--- config.mk ---
export PLATFORM = sky130hd
export DESIGN_NAME = rf_write_controller_flat
export DESIGN_NICKNAME = d
export VERILOG_FILES = /design/src/rtl/rf_pkg.sv /design/src/rtl/rf_write_controller_if.sv /design/src/rtl/rf_write_arb.sv /design/src/rtl/rf_write_controller.sv /design/src/flat_wrapper.sv
export SDC_FILE = /design/constraint.sdc
export NUM_CORES = 1
export LEC_CHECK = 0
export BUFFER_PORTS_ARGS = -buffer_cell sky130_fd_sc_hd__buf_2
export CAP_MARGIN = 0
export CORE_ASPECT_RATIO = 1.5
export CORE_MARGIN = 3
export CORE_UTILIZATION = 40
export DETAILED_ROUTE_END_ITERATION = 6
export GPL_ROUTABILITY_DRIVEN = 0
export PLACE_DENSITY = 0.75
export SYNTH_ARGS = -nofsm -noshare
export SYNTH_HDL_FRONTEND = slang
export SYNTH_HIERARCHICAL = 1
export SYNTH_SLANG_ARGS = --single-unit
--- constraint.sdc ---
create_clock -name clk -period 1.8 [get_ports clk]
set_input_delay 0.18 -clock clk [delete_from_list [all_inputs] [get_ports clk]]
set_output_delay 0.18 -clock clk [all_outputs]
set_load 0.05 [all_outputs]
--- src/rtl/rf_pkg.sv ---
// Shared definitions for the register-file write controller:
// FSM state encoding, default sizing and the register-index type.
package rf_pkg;

  localparam int RF_NUM_REGS_DEF   = 32;
  localparam int RF_DATA_W_DEF     = 32;
  localparam int RF_STARVE_MAX_DEF = 4;

  typedef enum logic [0:0] {
    RF_RUN  = 1'b0,
    RF_INIT = 1'b1
  } rf_state_e;

  typedef logic [$clog2(RF_NUM_REGS_DEF)-1:0] rf_reg_idx_t;

  // Width of a register index for a register file of num_regs entries.
  function automatic int rf_idx_w(input int num_regs);
    return $clog2(num_regs);
  endfunction

endpackage

--- src/rtl/rf_write_controller_if.sv ---
// Bus bundle between the requesters (writeback, debug, init control)
// and the register-file write controller.
interface rf_write_controller_if
  import rf_pkg::*;
#(
  parameter int NUM_REGS = RF_NUM_REGS_DEF,
  parameter int DATA_W   = RF_DATA_W_DEF
);
  localparam int REG_W = rf_idx_w(NUM_REGS);

  logic              start_init;
  logic              wb_valid;
  logic              wb_ready;
  logic [REG_W-1:0]  wb_reg;
  logic [DATA_W-1:0] wb_data;
  logic              dbg_valid;
  logic              dbg_ready;
  logic [REG_W-1:0]  dbg_reg;
  logic [DATA_W-1:0] dbg_data;
  logic [REG_W-1:0]  rf_write_reg;
  logic [DATA_W-1:0] rf_write_data;
  logic              rf_reg_write;
  logic              busy;
  logic              init_done;

  // Requester side: issues writes and init requests, observes the write port.
  modport master (
    output start_init, wb_valid, wb_reg, wb_data, dbg_valid, dbg_reg, dbg_data,
    input  wb_ready, dbg_ready, rf_write_reg, rf_write_data, rf_reg_write,
           busy, init_done
  );

  // Controller side.
  modport slave (
    input  start_init, wb_valid, wb_reg, wb_data, dbg_valid, dbg_reg, dbg_data,
    output wb_ready, dbg_ready, rf_write_reg, rf_write_data, rf_reg_write,
           busy, init_done
  );

endinterface

--- src/rtl/rf_write_arb.sv ---
// Two-way write arbiter: writeback has fixed priority, but a debug
// requester that has lost STARVE_MAX times in a row wins the next cycle.
module rf_write_arb
  import rf_pkg::*;
#(
  parameter int STARVE_MAX = RF_STARVE_MAX_DEF
) (
  input  logic clk,
  input  logic rst_n,
  input  logic en,
  input  logic wb_valid,
  input  logic dbg_valid,
  output logic wb_grant,
  output logic dbg_grant
);

  localparam int CNT_W = $clog2(STARVE_MAX + 1);
  localparam logic [CNT_W-1:0] CNT_MAX = CNT_W'(STARVE_MAX);

  logic [CNT_W-1:0] starve_cnt_reg;
  logic             dbg_forced;

  // Combinational grant; a lone requester is always served immediately.
  always_comb begin
    wb_grant   = 1'b0;
    dbg_grant  = 1'b0;
    dbg_forced = (starve_cnt_reg == CNT_MAX);
    if (en) begin
      if (dbg_valid && (dbg_forced || !wb_valid)) begin
        dbg_grant = 1'b1;
      end else if (wb_valid) begin
        wb_grant = 1'b1;
      end
    end
  end

  // Count consecutive debug losses to writeback, saturating at STARVE_MAX.
  always_ff @(posedge clk or negedge rst_n) begin
    if (!rst_n) begin
      starve_cnt_reg <= '0;
    end else if (!dbg_valid || dbg_grant) begin
      starve_cnt_reg <= '0;
    end else if (wb_grant && (starve_cnt_reg != CNT_MAX)) begin
      starve_cnt_reg <= starve_cnt_reg + CNT_W'(1);
    end
  end

endmodule

--- src/rtl/rf_write_controller.sv ---
// Register-file write controller: arbitrates writeback and debug writes
// onto one registered write port and optionally runs a clear sequence
// that zeroes registers 1..NUM_REGS-1.
// Build option: define RF_INIT_CLEAR_EN to include the INIT clear sequence;
// without it start_init is ignored and init_done reads 1 after reset.
module rf_write_controller
  import rf_pkg::*;
#(
  parameter int NUM_REGS   = RF_NUM_REGS_DEF,
  parameter int DATA_W     = RF_DATA_W_DEF,
  parameter int STARVE_MAX = RF_STARVE_MAX_DEF
) (
  input  logic                 clk,
  input  logic                 rst_n,
  rf_write_controller_if.slave bus
);

  localparam int REG_W = rf_idx_w(NUM_REGS);

  logic              arb_en;
  logic              wb_grant;
  logic              dbg_grant;
  logic              xfer_take;
  logic [REG_W-1:0]  xfer_reg;
  logic [DATA_W-1:0] xfer_data;

  logic [REG_W-1:0]  wr_reg_reg;
  logic [DATA_W-1:0] wr_data_reg;
  logic              wr_en_reg;
  logic              init_done_reg;

  rf_write_arb #(
    .STARVE_MAX (STARVE_MAX)
  ) u_arb (
    .clk       (clk),
    .rst_n     (rst_n),
    .en        (arb_en),
    .wb_valid  (bus.wb_valid),
    .dbg_valid (bus.dbg_valid),
    .wb_grant  (wb_grant),
    .dbg_grant (dbg_grant)
  );

  // Select the winning requester's destination and data.
  always_comb begin
    xfer_take = wb_grant | dbg_grant;
    xfer_reg  = bus.wb_reg;
    xfer_data = bus.wb_data;
    if (dbg_grant) begin
      xfer_reg  = bus.dbg_reg;
      xfer_data = bus.dbg_data;
    end
  end

`ifdef RF_INIT_CLEAR_EN
  localparam logic [0:0]       ST_RUN   = 1'(RF_RUN);
  localparam logic [0:0]       ST_INIT  = 1'(RF_INIT);
  localparam logic [REG_W-1:0] LAST_REG = REG_W'(NUM_REGS - 1);

  logic [0:0]       state_reg;
  logic [REG_W-1:0] init_cnt_reg;

  // A start request in RUN pre-empts any grant in the same cycle.
  assign arb_en = (state_reg == ST_RUN) && !bus.start_init;

  // FSM, clear counter and write-port registers. The first clear write
  // (register 1) is issued on entry so writes coincide with busy.
  always_ff @(posedge clk or negedge rst_n) begin
    if (!rst_n) begin
      state_reg     <= ST_RUN;
      init_cnt_reg  <= '0;
      init_done_reg <= 1'b0;
      wr_en_reg     <= 1'b0;
      wr_reg_reg    <= '0;
      wr_data_reg   <= '0;
    end else begin
      case (state_reg)
        ST_RUN: begin
          if (bus.start_init) begin
            state_reg     <= ST_INIT;
            init_done_reg <= 1'b0;
            init_cnt_reg  <= REG_W'(1);
            wr_en_reg     <= 1'b1;
            wr_reg_reg    <= REG_W'(1);
            wr_data_reg   <= '0;
          end else if (xfer_take) begin
            wr_en_reg   <= (xfer_reg != '0);
            wr_reg_reg  <= xfer_reg;
            wr_data_reg <= xfer_data;
          end else begin
            wr_en_reg <= 1'b0;
          end
        end
        default: begin
          if (init_cnt_reg == LAST_REG) begin
            state_reg     <= ST_RUN;
            init_done_reg <= 1'b1;
            init_cnt_reg  <= '0;
            wr_en_reg     <= 1'b0;
          end else begin
            init_cnt_reg <= init_cnt_reg + REG_W'(1);
            wr_en_reg    <= 1'b1;
            wr_reg_reg   <= init_cnt_reg + REG_W'(1);
            wr_data_reg  <= '0;
          end
        end
      endcase
    end
  end

  assign bus.busy = (state_reg == ST_INIT);
`else
  assign arb_en = 1'b1;

  // Write-port registers; with no clear sequence the file counts as
  // initialised from the first clock after reset.
  always_ff @(posedge clk or negedge rst_n) begin
    if (!rst_n) begin
      init_done_reg <= 1'b0;
      wr_en_reg     <= 1'b0;
      wr_reg_reg    <= '0;
      wr_data_reg   <= '0;
    end else begin
      init_done_reg <= 1'b1;
      if (xfer_take) begin
        wr_en_reg   <= (xfer_reg != '0);
        wr_reg_reg  <= xfer_reg;
        wr_data_reg <= xfer_data;
      end else begin
        wr_en_reg <= 1'b0;
      end
    end
  end

  assign bus.busy = 1'b0;
`endif

  assign bus.wb_ready      = wb_grant;
  assign bus.dbg_ready     = dbg_grant;
  assign bus.rf_reg_write  = wr_en_reg;
  assign bus.rf_write_reg  = wr_reg_reg;
  assign bus.rf_write_data = wr_data_reg;
  assign bus.init_done     = init_done_reg;

endmodule

--- src/flat_wrapper.sv ---
// flat-port wrapper written by rule: the top's interface ports become plain ports
module rf_write_controller_flat import rf_pkg::*;
#(
  parameter int NUM_REGS   = RF_NUM_REGS_DEF,
  parameter int DATA_W     = RF_DATA_W_DEF,
  parameter int STARVE_MAX = RF_STARVE_MAX_DEF
)
  (clk, rst_n, bus_start_init, bus_wb_valid, bus_wb_reg, bus_wb_data, bus_dbg_valid, bus_dbg_reg, bus_dbg_data, bus_wb_ready, bus_dbg_ready, bus_rf_write_reg, bus_rf_write_data, bus_rf_reg_write, bus_busy, bus_init_done);
  rf_write_controller_if #(.NUM_REGS(NUM_REGS), .DATA_W(DATA_W)) bus_i ();
  input  logic clk;
  input  logic rst_n;
  input wire logic [$bits(bus_i.start_init)-1:0] bus_start_init;
  input wire logic [$bits(bus_i.wb_valid)-1:0] bus_wb_valid;
  input wire logic [$bits(bus_i.wb_reg)-1:0] bus_wb_reg;
  input wire logic [$bits(bus_i.wb_data)-1:0] bus_wb_data;
  input wire logic [$bits(bus_i.dbg_valid)-1:0] bus_dbg_valid;
  input wire logic [$bits(bus_i.dbg_reg)-1:0] bus_dbg_reg;
  input wire logic [$bits(bus_i.dbg_data)-1:0] bus_dbg_data;
  output wire logic [$bits(bus_i.wb_ready)-1:0] bus_wb_ready;
  output wire logic [$bits(bus_i.dbg_ready)-1:0] bus_dbg_ready;
  output wire logic [$bits(bus_i.rf_write_reg)-1:0] bus_rf_write_reg;
  output wire logic [$bits(bus_i.rf_write_data)-1:0] bus_rf_write_data;
  output wire logic [$bits(bus_i.rf_reg_write)-1:0] bus_rf_reg_write;
  output wire logic [$bits(bus_i.busy)-1:0] bus_busy;
  output wire logic [$bits(bus_i.init_done)-1:0] bus_init_done;
  assign bus_i.start_init = bus_start_init;
  assign bus_i.wb_valid = bus_wb_valid;
  assign bus_i.wb_reg = bus_wb_reg;
  assign bus_i.wb_data = bus_wb_data;
  assign bus_i.dbg_valid = bus_dbg_valid;
  assign bus_i.dbg_reg = bus_dbg_reg;
  assign bus_i.dbg_data = bus_dbg_data;
  assign bus_wb_ready = bus_i.wb_ready;
  assign bus_dbg_ready = bus_i.dbg_ready;
  assign bus_rf_write_reg = bus_i.rf_write_reg;
  assign bus_rf_write_data = bus_i.rf_write_data;
  assign bus_rf_reg_write = bus_i.rf_reg_write;
  assign bus_busy = bus_i.busy;
  assign bus_init_done = bus_i.init_done;
  rf_write_controller #(.NUM_REGS(NUM_REGS), .DATA_W(DATA_W), .STARVE_MAX(STARVE_MAX)) u_core (.clk(clk), .rst_n(rst_n), .bus(bus_i));
endmodule
======== Word-level counts from Yosys, hierarchy flattened ========
Cells that the tools add are included.
Widths: inputs -> output; s select.
operators by class
  bitwise operators ....................... 1
  add/sub/neg operators ................... 1
  mux-type cells .......................... 8
  reduce and logical (&&, ||, !) cells .... 8
  eq/ne operators ......................... 2
operators by type and width
  operator             number
  $mux 32              1
  $mux 3               2
  $mux 5               1
  $reduce_bool 5->1    1
  $mux 1               4
  $add 3x1->3 const B  1
  $eq 3x3->1 const B   1
  $ne 3x3->1 const B   1
  $logic_and 1x1->1    2
  $logic_not 1->1      2
  $logic_or 1x1->1     2
  $reduce_bool 2->1    1
  $or 1x1->1           1
word-level totals
  output and inout bits ................... 42
  register bits after elaboration ......... 42
  input port bits ......................... 79
  logic and storage cells ................. 25

======== Logic depth before layout (Yosys ltp) ========
Gate-level depths: netlist (run 1).
  depth after elaboration ................. 7
  depth in mapped cells ................... 8
  mapped depth without buffers ............ 6

======== Hierarchy ========
Netlist (run 1), hierarchy kept.
by module, submodules not included
  module               area each (um^2)  sequential area each (um^2)  cells each  instances
  rf_write_controller  1788.0            975.9                        170         1
  rf_write_arb         209.0             75.1                         23          1

======== Worst setup path before layout (run 1) ========
No wires, ideal clock.
  path type ............................... reg-to-reg
  start ................................... reg u_core.u_arb.starve_cnt_reg[0]
  end ..................................... reg u_core.wr_data_reg[11], in the netlist u_core/bus.rf_write_data[11]
  path buffers ............................ 2
  arrival time ............................ 2385 ps
  cell stages (with the launch flop) ...... 8
  setup slack ............................. -718 ps
  required time ........................... 1668 ps
  path through ............................ dfrtp_1 -> inv_1 -> ha_1 -> a31oi_1 -> buf_4 -> buf_6 -> mux2i_1 -> o21ai_1
between the ends
  word-level cells in the longest chain between the ends .. 5
ends and longest elaborated chain
  element                 RTL line                    source
  start, declared         rf_write_arb.sv:20          logic [CNT_W-1:0] starve_cnt_reg;
  start signal, assigned  rf_write_arb.sv:44          starve_cnt_reg <= starve_cnt_reg + CNT_W'(1);
  $eq 3x3->1              rf_write_arb.sv:27          dbg_forced = (starve_cnt_reg == CNT_MAX);
  $logic_or 1x1->1        rf_write_arb.sv:29          if (dbg_valid && (dbg_forced || !wb_valid)) begin
  $logic_and 1x1->1       rf_write_arb.sv:29
  $mux 1                  rf_write_arb.sv:29
  named net bus_wb_ready  flat_wrapper.sv:19          output wire logic [$bits(bus_i.wb_ready)-1:0] bus_wb_ready;
  $or 1x1->1              rf_write_controller.sv:46   xfer_take = wb_grant | dbg_grant;
  end signal, assigned    rf_write_controller.sv:128  wr_data_reg <= xfer_data;
  end, declared           rf_write_controller.sv:28   logic [DATA_W-1:0] wr_data_reg;
The timed path passes the listed nets, and every way through them passes these cells.
A chain may end at the register's enable or synchronous reset.

======== Worst setup path after layout (run 1) ========
  start ................................... reg u_core.u_arb.starve_cnt_reg[0]
  end ..................................... out bus_wb_ready
between the ends
  word-level cells in the longest chain between the ends .. 4
ends and longest elaborated chain
  element            RTL line
  $eq 3x3->1         rf_write_arb.sv:27
  $logic_or 1x1->1   rf_write_arb.sv:29
  $logic_and 1x1->1  rf_write_arb.sv:29
  $mux 1             rf_write_arb.sv:29
  end, declared      flat_wrapper.sv:19
No other way between the ends.

==> reports/results.tsv, run 1 <==
metric	value	unit
status	completed	
vias in the first global route	1755	
number of distinct library cells after synthesis	22	
Clock Skew	0.00420	ns
switching share of power	0.398	
critical path class	flop to primary output	
Highest Clock Rate	0.594	GHz
post-synthesis async set-or-reset flop share	1.00	
Synth area leaders	dfrtp_1, mux2i_1, o21ai_1	
required time of the critical path	1.62	ns
FF-to-FF Start	u_core/u_arb/starve_cnt_reg[0]	
number of buffers created by CTS	5	
Yosys warning count	6	
drt wl/cell	13.4	um
DRT antenna net count	0	
FP Rows	30	
Yosys top cell area share	0.526	
DP HPWL	3750	um
Cell Area, Synth	2000	um^2
arrival time at the worst endpoint	1.50	ns
sequential share of the synthesized area	0.526	
Post-synth EDFFs	0	
total track usage	0.175	
Seq pwr share	0.415	
crit path capture	bus_wb_ready	
Fin Setup TNS	0	ns
Clock transition at path regs	0.08	ns
Pint	1.66	mW
share of layout cells above drive strength 1	0.431	
number of buffers added on ports	118	
Worst R2R Path Depth	8	
min Tclk post-route	1.68	ns
Final Slew Violations	0	
Max Cap Viol	0	
DR iter-0 viols	49	
Ports	121	
first-pass GRT wire length	8160	um
Die Area	5890	um^2
maximum vdd drop	429	uV
Final Hold Viols	0	
critical path endpoint category	primary output	
ratio of final minimum period to clock period	0.935	
Finished Core Util	0.612	
Remaining Overflow, GRT	0	
post-synthesis register bit count	42	
CTS tree	built	
Die Span Y	92.5	um
RSZ-0062 raised after global routing	false	
CTS Root Cell	clkbuf_8	
Slew @ Worst Pin	0.527	ns
Avg Inst Size Synth	10.3	um^2
final net count	400	
WL final	5110	um
CP startpoint kind	flop	
ys flop type	dfrtp_1	
P&R area growth vs syn	42.6	%
top cells by count, synth	dfrtp_1, nand2_1, o21ai_1, mux2i_1, buf_2	
initial antenna violation count	0	
largest net degree at the start of global routing	43	
clock buffer depth	2	
ANT cells	0	
post-synth top area cell	dfrtp_1	
clock latency on the worst-skew pair	0.28	ns
clock network power share	0.216	
most numerous cell in the Yosys netlist	dfrtp_1	
reg2reg end	u_core/bus.rf_write_data[9]	
Largest register FFs	32	
Slew HR	0.649	
core box area	4650	um^2
worst-path maximum fanout	3	
Worst Setup SP	u_core/u_arb/starve_cnt_reg[0]	
leakage power total	1.40	nW
Clock Sinks	42	
Psw	1.10	mW
H-Tree Level Count	2	
r2r setup slk	0.18	ns
Fill cells	456	
Synth Instances	193	
First-pass DRT Iterations	4	
class of the worst hold path	input port to flop	
Setup Viol. Count Final	0	
initial core utilization	0.429	
Die W	63.7	um
DR vias	1807	
Comb power frac	0.370	
DRC	0	
Avg Vias per Cell	4.73	
PwrDens	967	nW/um^2
==> how the worst min path moves through the flow <==
| stage | startpoint | endpoint | slack (ns) | cells past startpoint |
|---|---|---|---|---|
| 2_1_floorplan | rst_n | u_core/bus.init_done | -0.12 | 0 |
| 3_3_place_gp | rst_n | u_core/bus.rf_write_reg[1] | 0.28 | 2 |
| 3_5_place_dp | rst_n | u_core/bus.rf_write_reg[0] | 0.28 | 2 |
| 4_1_cts | bus_dbg_data[15] | u_core/bus.rf_write_data[15] | 0.1 | 3 |
| 5_1_grt | bus_dbg_data[4] | u_core/bus.rf_write_data[4] | 0.10 | 3 |
| 6_report | bus_dbg_data[1] | u_core/bus.rf_write_data[1] | 0.10 | 3 |
==> layer usage <==
metal,track usage,part of all wire,vias up
li1,-,-,902
met5,0,0,-
met4,0.0775,0.022,0
met3,0.0413,0.066,9
met1,0.184,0.37,835
met2,0.325,0.55,61
==> cells in the final DEF (no fill, tap or decap), drive strengths merged <==
cell type	synthesis	layout
buf	10	124
dfrtp	42	42
o21ai	41	41
nand2	41	41
mux2i	37	37
conb	2	8
clkbuf	3	7
inv	3	3
or4	2	2
nor3b	2	2
a21boi	2	2
ha	2	2
dlygate4sd3	0	1
a21oi	1	1
a31oi	1	1
nand4b	1	1
nand4	1	1
nor2	1	1
o21a	1	1
==> area by class of cell <==
class                      instances  area (um^2)  share of cell area
timing repair buffer             126          714               0.251
inverter                           3         11.3             0.00395
clock buffer                       6         82.6              0.0290
multi-input combinational        141          908               0.319
sequential                        42         1050               0.369
tap                               64         80.1              0.0281
==> critical path, cell delays in order, from the launching register on <==
cell and delay (ns):
dfrtp_1 0.40, inv_1 0.07, ha_2 0.21, a31oi_4 0.23
buf_2 0.30
==> metrics by stage <==
step                hold slack [ns]  setup WS [ns]  cells  total power [mW]  instance area [um^2]
floorplan                    -0.116        0.00572    199              1.88                  2060
global placement              0.279          0.235    373              2.16                  2710
detailed placement            0.283          0.198    373              2.18                  2710
CTS                          0.0966         0.0977    381              2.77                  2820
global route                  0.101        0.00201    382              2.89                  2850
finish                        0.104          0.117    382              2.75                  2850
==> power groups by stage <==
stage | clock, mW | sequential [mW] | combinational (mW)
2_1_floorplan | 0 | 1.65 | 0.228
3_3_place_gp | 0 | 1.15 | 1.00
3_5_place_dp | 0 | 1.16 | 1.02
4_1_cts | 0.608 | 1.14 | 1.02
5_1_grt | 0.646 | 1.16 | 1.08
6_report | 0.594 | 1.14 | 1.02
==> kinds of logic (layout without fill, tap and decap cells) <==
family | count (synthesis) | count (layout) | share of synthesized area
simple gates | 48 | 48 | 0.107
fa+ha+maj | 2 | 2 | 0.0125
compound gates | 46 | 46 | 0.120
other cells | 2 | 8 | 0.00376
flops | 42 | 42 | 0.526
mux | 37 | 37 | 0.185
buf+inv | 16 | 135 | 0.0457
==> repair_timing <==
| item | CTS | global route |
|---|---|---|
| hold buffers | 1 | 0 |
| pin swaps | 1 | 0 |
| endpoints found under the hold margin | 42 | 0 |
| setup buffers | 1 | 0 |
| setup endpoints to repair | 1 | 15 |
| gates resized for setup | 2 | 1 |
| gates cloned | 0 | 1 |
Power figures use the tool's default switching activity.
==> inputs of run 2 (changes only) <==
PLACE_DENSITY = 0.73   (was 0.75)
RECOVER_POWER = 100   (was not set)
SKIP_CTS_REPAIR_TIMING = 1   (was not set)
SYNTH_HIERARCHICAL = not set   (was 1)
==> reports/results.tsv, run 2 <==
metric	value	unit	change
Yosys top cell area share	0.474		-0.0523
Setup Viol. Count Final	1		+1
most numerous cell in the Yosys netlist	dfrtp_1		
Fill cells	501		+9.9%
First-pass DRT Iterations	4		unchanged
failing checks	setup timing		
worst path cell trace	inv_2, ha_4, a21bo_4, and2_4, buf_12, nor2b_4, buf_6		
first-pass GRT wire length	9810	um	+20%
Synth Instances	205		+6.2%
Ports	121		unchanged
largest net degree at the start of global routing	49		+14%
Die Area	6490	um^2	+10%
Min Hold Slack	0.113	ns	+0.00893 ns
Slew HR	0.315		-0.334
Fin Setup TNS	-0.00334	ns	-0.00334 ns
post-synth top area cell	dfrtp_1		
Finished Core Util	0.576		-0.0360
share of layout cells above drive strength 1	0.402		-0.0290
synthesized net count	286		
most common cell after layout, fill and taps aside	buf_2		
critical path endpoint category	primary output		
Avg Inst Size Synth	10.8	um^2	+4.5%
Highest Clock Rate	0.555	GHz	-6.7%
min Tclk post-route	1.80	ns	+0.120 ns
clock latency on the worst-skew pair	0.29	ns	about the same
Yosys warning count	0		-6
critical path class	flop to primary output		
most frequent cells in the layout	buf_2, dfrtp_1, nor2_1, mux2i_1, a221o_1		
DP HPWL	4180	um	+12%
leakage power total	1.52	nW	+8.8%
Die W	66.8	um	+4.9%
RSZ-0062 raised after global routing	true		
H-Tree Level Count	2		unchanged
final net count	407		+1.8%
Final Hold Viols	0		unchanged
initial antenna violation count	0		unchanged
DR iter-0 viols	141		+190%
PwrDens	837	nW/um^2	-13%
top cells by count, synth	dfrtp_1, nor2_1, mux2i_1, a221o_1, nand2_1		
Largest register FFs	32		unchanged
Setup WS post-layout	-0.00334	ns	-0.120 ns
core box area	5250	um^2	+13%
CP startpoint kind	flop		
ys flop type	dfrtp_1		
post-synthesis register bit count	42		unchanged
Avg Vias per Cell	5.38		+14%
sequential share of the synthesized area	0.474		-0.0523
ratio of final minimum period to clock period	1.00		+0.0669
pre-CTS WS	0.117	ns	-0.0810 ns
Die Span Y	97.2	um	+5.0%
Clock transition at path regs	0.08	ns	about the same
post-synthesis async set-or-reset flop share	1.00		unchanged
Final Slew Violations	0		unchanged
Synth area leaders	dfrtp_1, mux2i_1, a221o_1		
FP Rows	32		+6.7%
DR vias	2118		+17%
status	finished, violations left		
Max Cap Viol	0		unchanged
number of buffers added on ports	118		unchanged
arrival time at the worst endpoint	1.62	ns	+0.12 ns
Slew @ Worst Pin	1.03	ns	+0.501 ns
CTS Root Cell	clkbuf_8		
CP max stage cell	dfrtp_1		
ANT cells	0		unchanged
Post-synth EDFFs	0		unchanged
Cell Area, Synth	2220	um^2	+11%
Remaining Overflow, GRT	0		unchanged
DRC	0		unchanged
worst-path maximum fanout	6		+3
Clock Skew	0.00792	ns	+0.00372 ns
drt wl/cell	15.9	um	+19%
initial core utilization	0.423		-0.00632
P&R area growth vs syn	36.2	%	
vias in the first global route	2124		+21%
number of buffers created by CTS	5		unchanged
Crit path largest cell delay	0.37	ns	-0.03 ns
class of the worst hold path	input port to flop		
clock buffer depth	2		unchanged
maximum vdd drop	518	uV	+21%
Clock Sinks	42		unchanged
CTS tree	built		
DRT antenna net count	0		unchanged
WL final	6250	um	+22%
required time of the critical path	1.62	ns	about the same
total track usage	0.190		+0.0144
number of distinct library cells after synthesis	23		+4.5%
[run 2: cell count changes after synthesis, sizes merged, moves of 4 or more]
| cell | before | now |
|---|---|---|
| nor2b | 0 | 7 |
| nand2 | 41 | 11 |
| buf | 10 | 15 |
| nor2 | 1 | 34 |
| a221o | 0 | 32 |
| o21ai | 41 | 1 |
| mux2i | 37 | 33 |
| a31oi | 1 | 5 |
| a211oi | 0 | 5 |
[run 2: cell type report]
class	instances	area [um^2]	share of cell area
clock inverters	2	10.0	0.00331
inverters	2	7.51	0.00249
multi-input cells	142	1080	0.358
flip-flops and latches	42	1050	0.348
repair buffers	133	717	0.237
well taps	68	85.1	0.0282
clock buffers	5	68.8	0.0228
[run 2: power by group]
group | internal (mW) | switching [mW]
combinational | 0.281 | 0.594
sequential | 1.04 | 0.0461
clock | 0.261 | 0.312
[run 2: cells by family after synthesis]
| family | count (synthesis) | share of synthesized area |
|---|---|---|
| AO/OA/AOI/OAI | 47 | 0.192 |
| adder cells (fa/ha/maj) | 2 | 0.0113 |
| buffers and inverters | 21 | 0.0564 |
| flip-flops | 42 | 0.474 |
| multiplexers | 33 | 0.149 |
| other | 2 | 0.00339 |
| AND/OR/NAND/NOR | 58 | 0.113 |
[run 2: critical path, delay by kind of cell (launching register included)]
family	cells	cell delay, ns
flops	1	0.37
compound gates	1	0.21
buf+inv	3	0.35
fa+ha+maj	1	0.16
simple gates	2	0.24
[run 2: path summary, 6_finish.rpt]
| path | start | end | slack [ns] | cells after the start |
|---|---|---|---|---|
| worst max register to register | u_core.u_arb.starve_cnt_reg[0] | u_core.bus.rf_write_data[14] | 0.12 | 7 |
| worst min-delay path | bus_dbg_data[7] | u_core.bus.rf_write_data[7] | 0.11 | 2 |
| max in group asynchronous | rst_n | u_core.bus.rf_write_data[12] | 1.03 | 2 |
| worst min register to register | u_core.u_arb.starve_cnt_reg[0] | u_core.u_arb.starve_cnt_reg[0] | 0.62 | 2 |
| min in group asynchronous | rst_n | u_core.bus.rf_write_data[24] | 0.15 | 2 |
| worst max-delay path | u_core.u_arb.starve_cnt_reg[0] | bus_wb_ready | -0.003 | 7 |
[run 2: per-stage QoR]
stage               area [um^2]  power (mW)  instances
finish                     3020        2.53        394
global route               3020        2.67        394
CTS                        2950        2.54        388
detailed placement         2870        1.96        381
global placement           2870        1.95        381
floorplan                  2220        1.69        205
[run 2: routing by layer]
layer	vias up	GRT usage	routed length [um]	share of wire
met5	-	0	0	0
met4	0	0.0501	72	0.012
met3	6	0.0336	394	0.063
met2	87	0.335	3240	0.52
met1	1027	0.231	2550	0.41
li1	998	-	-	-
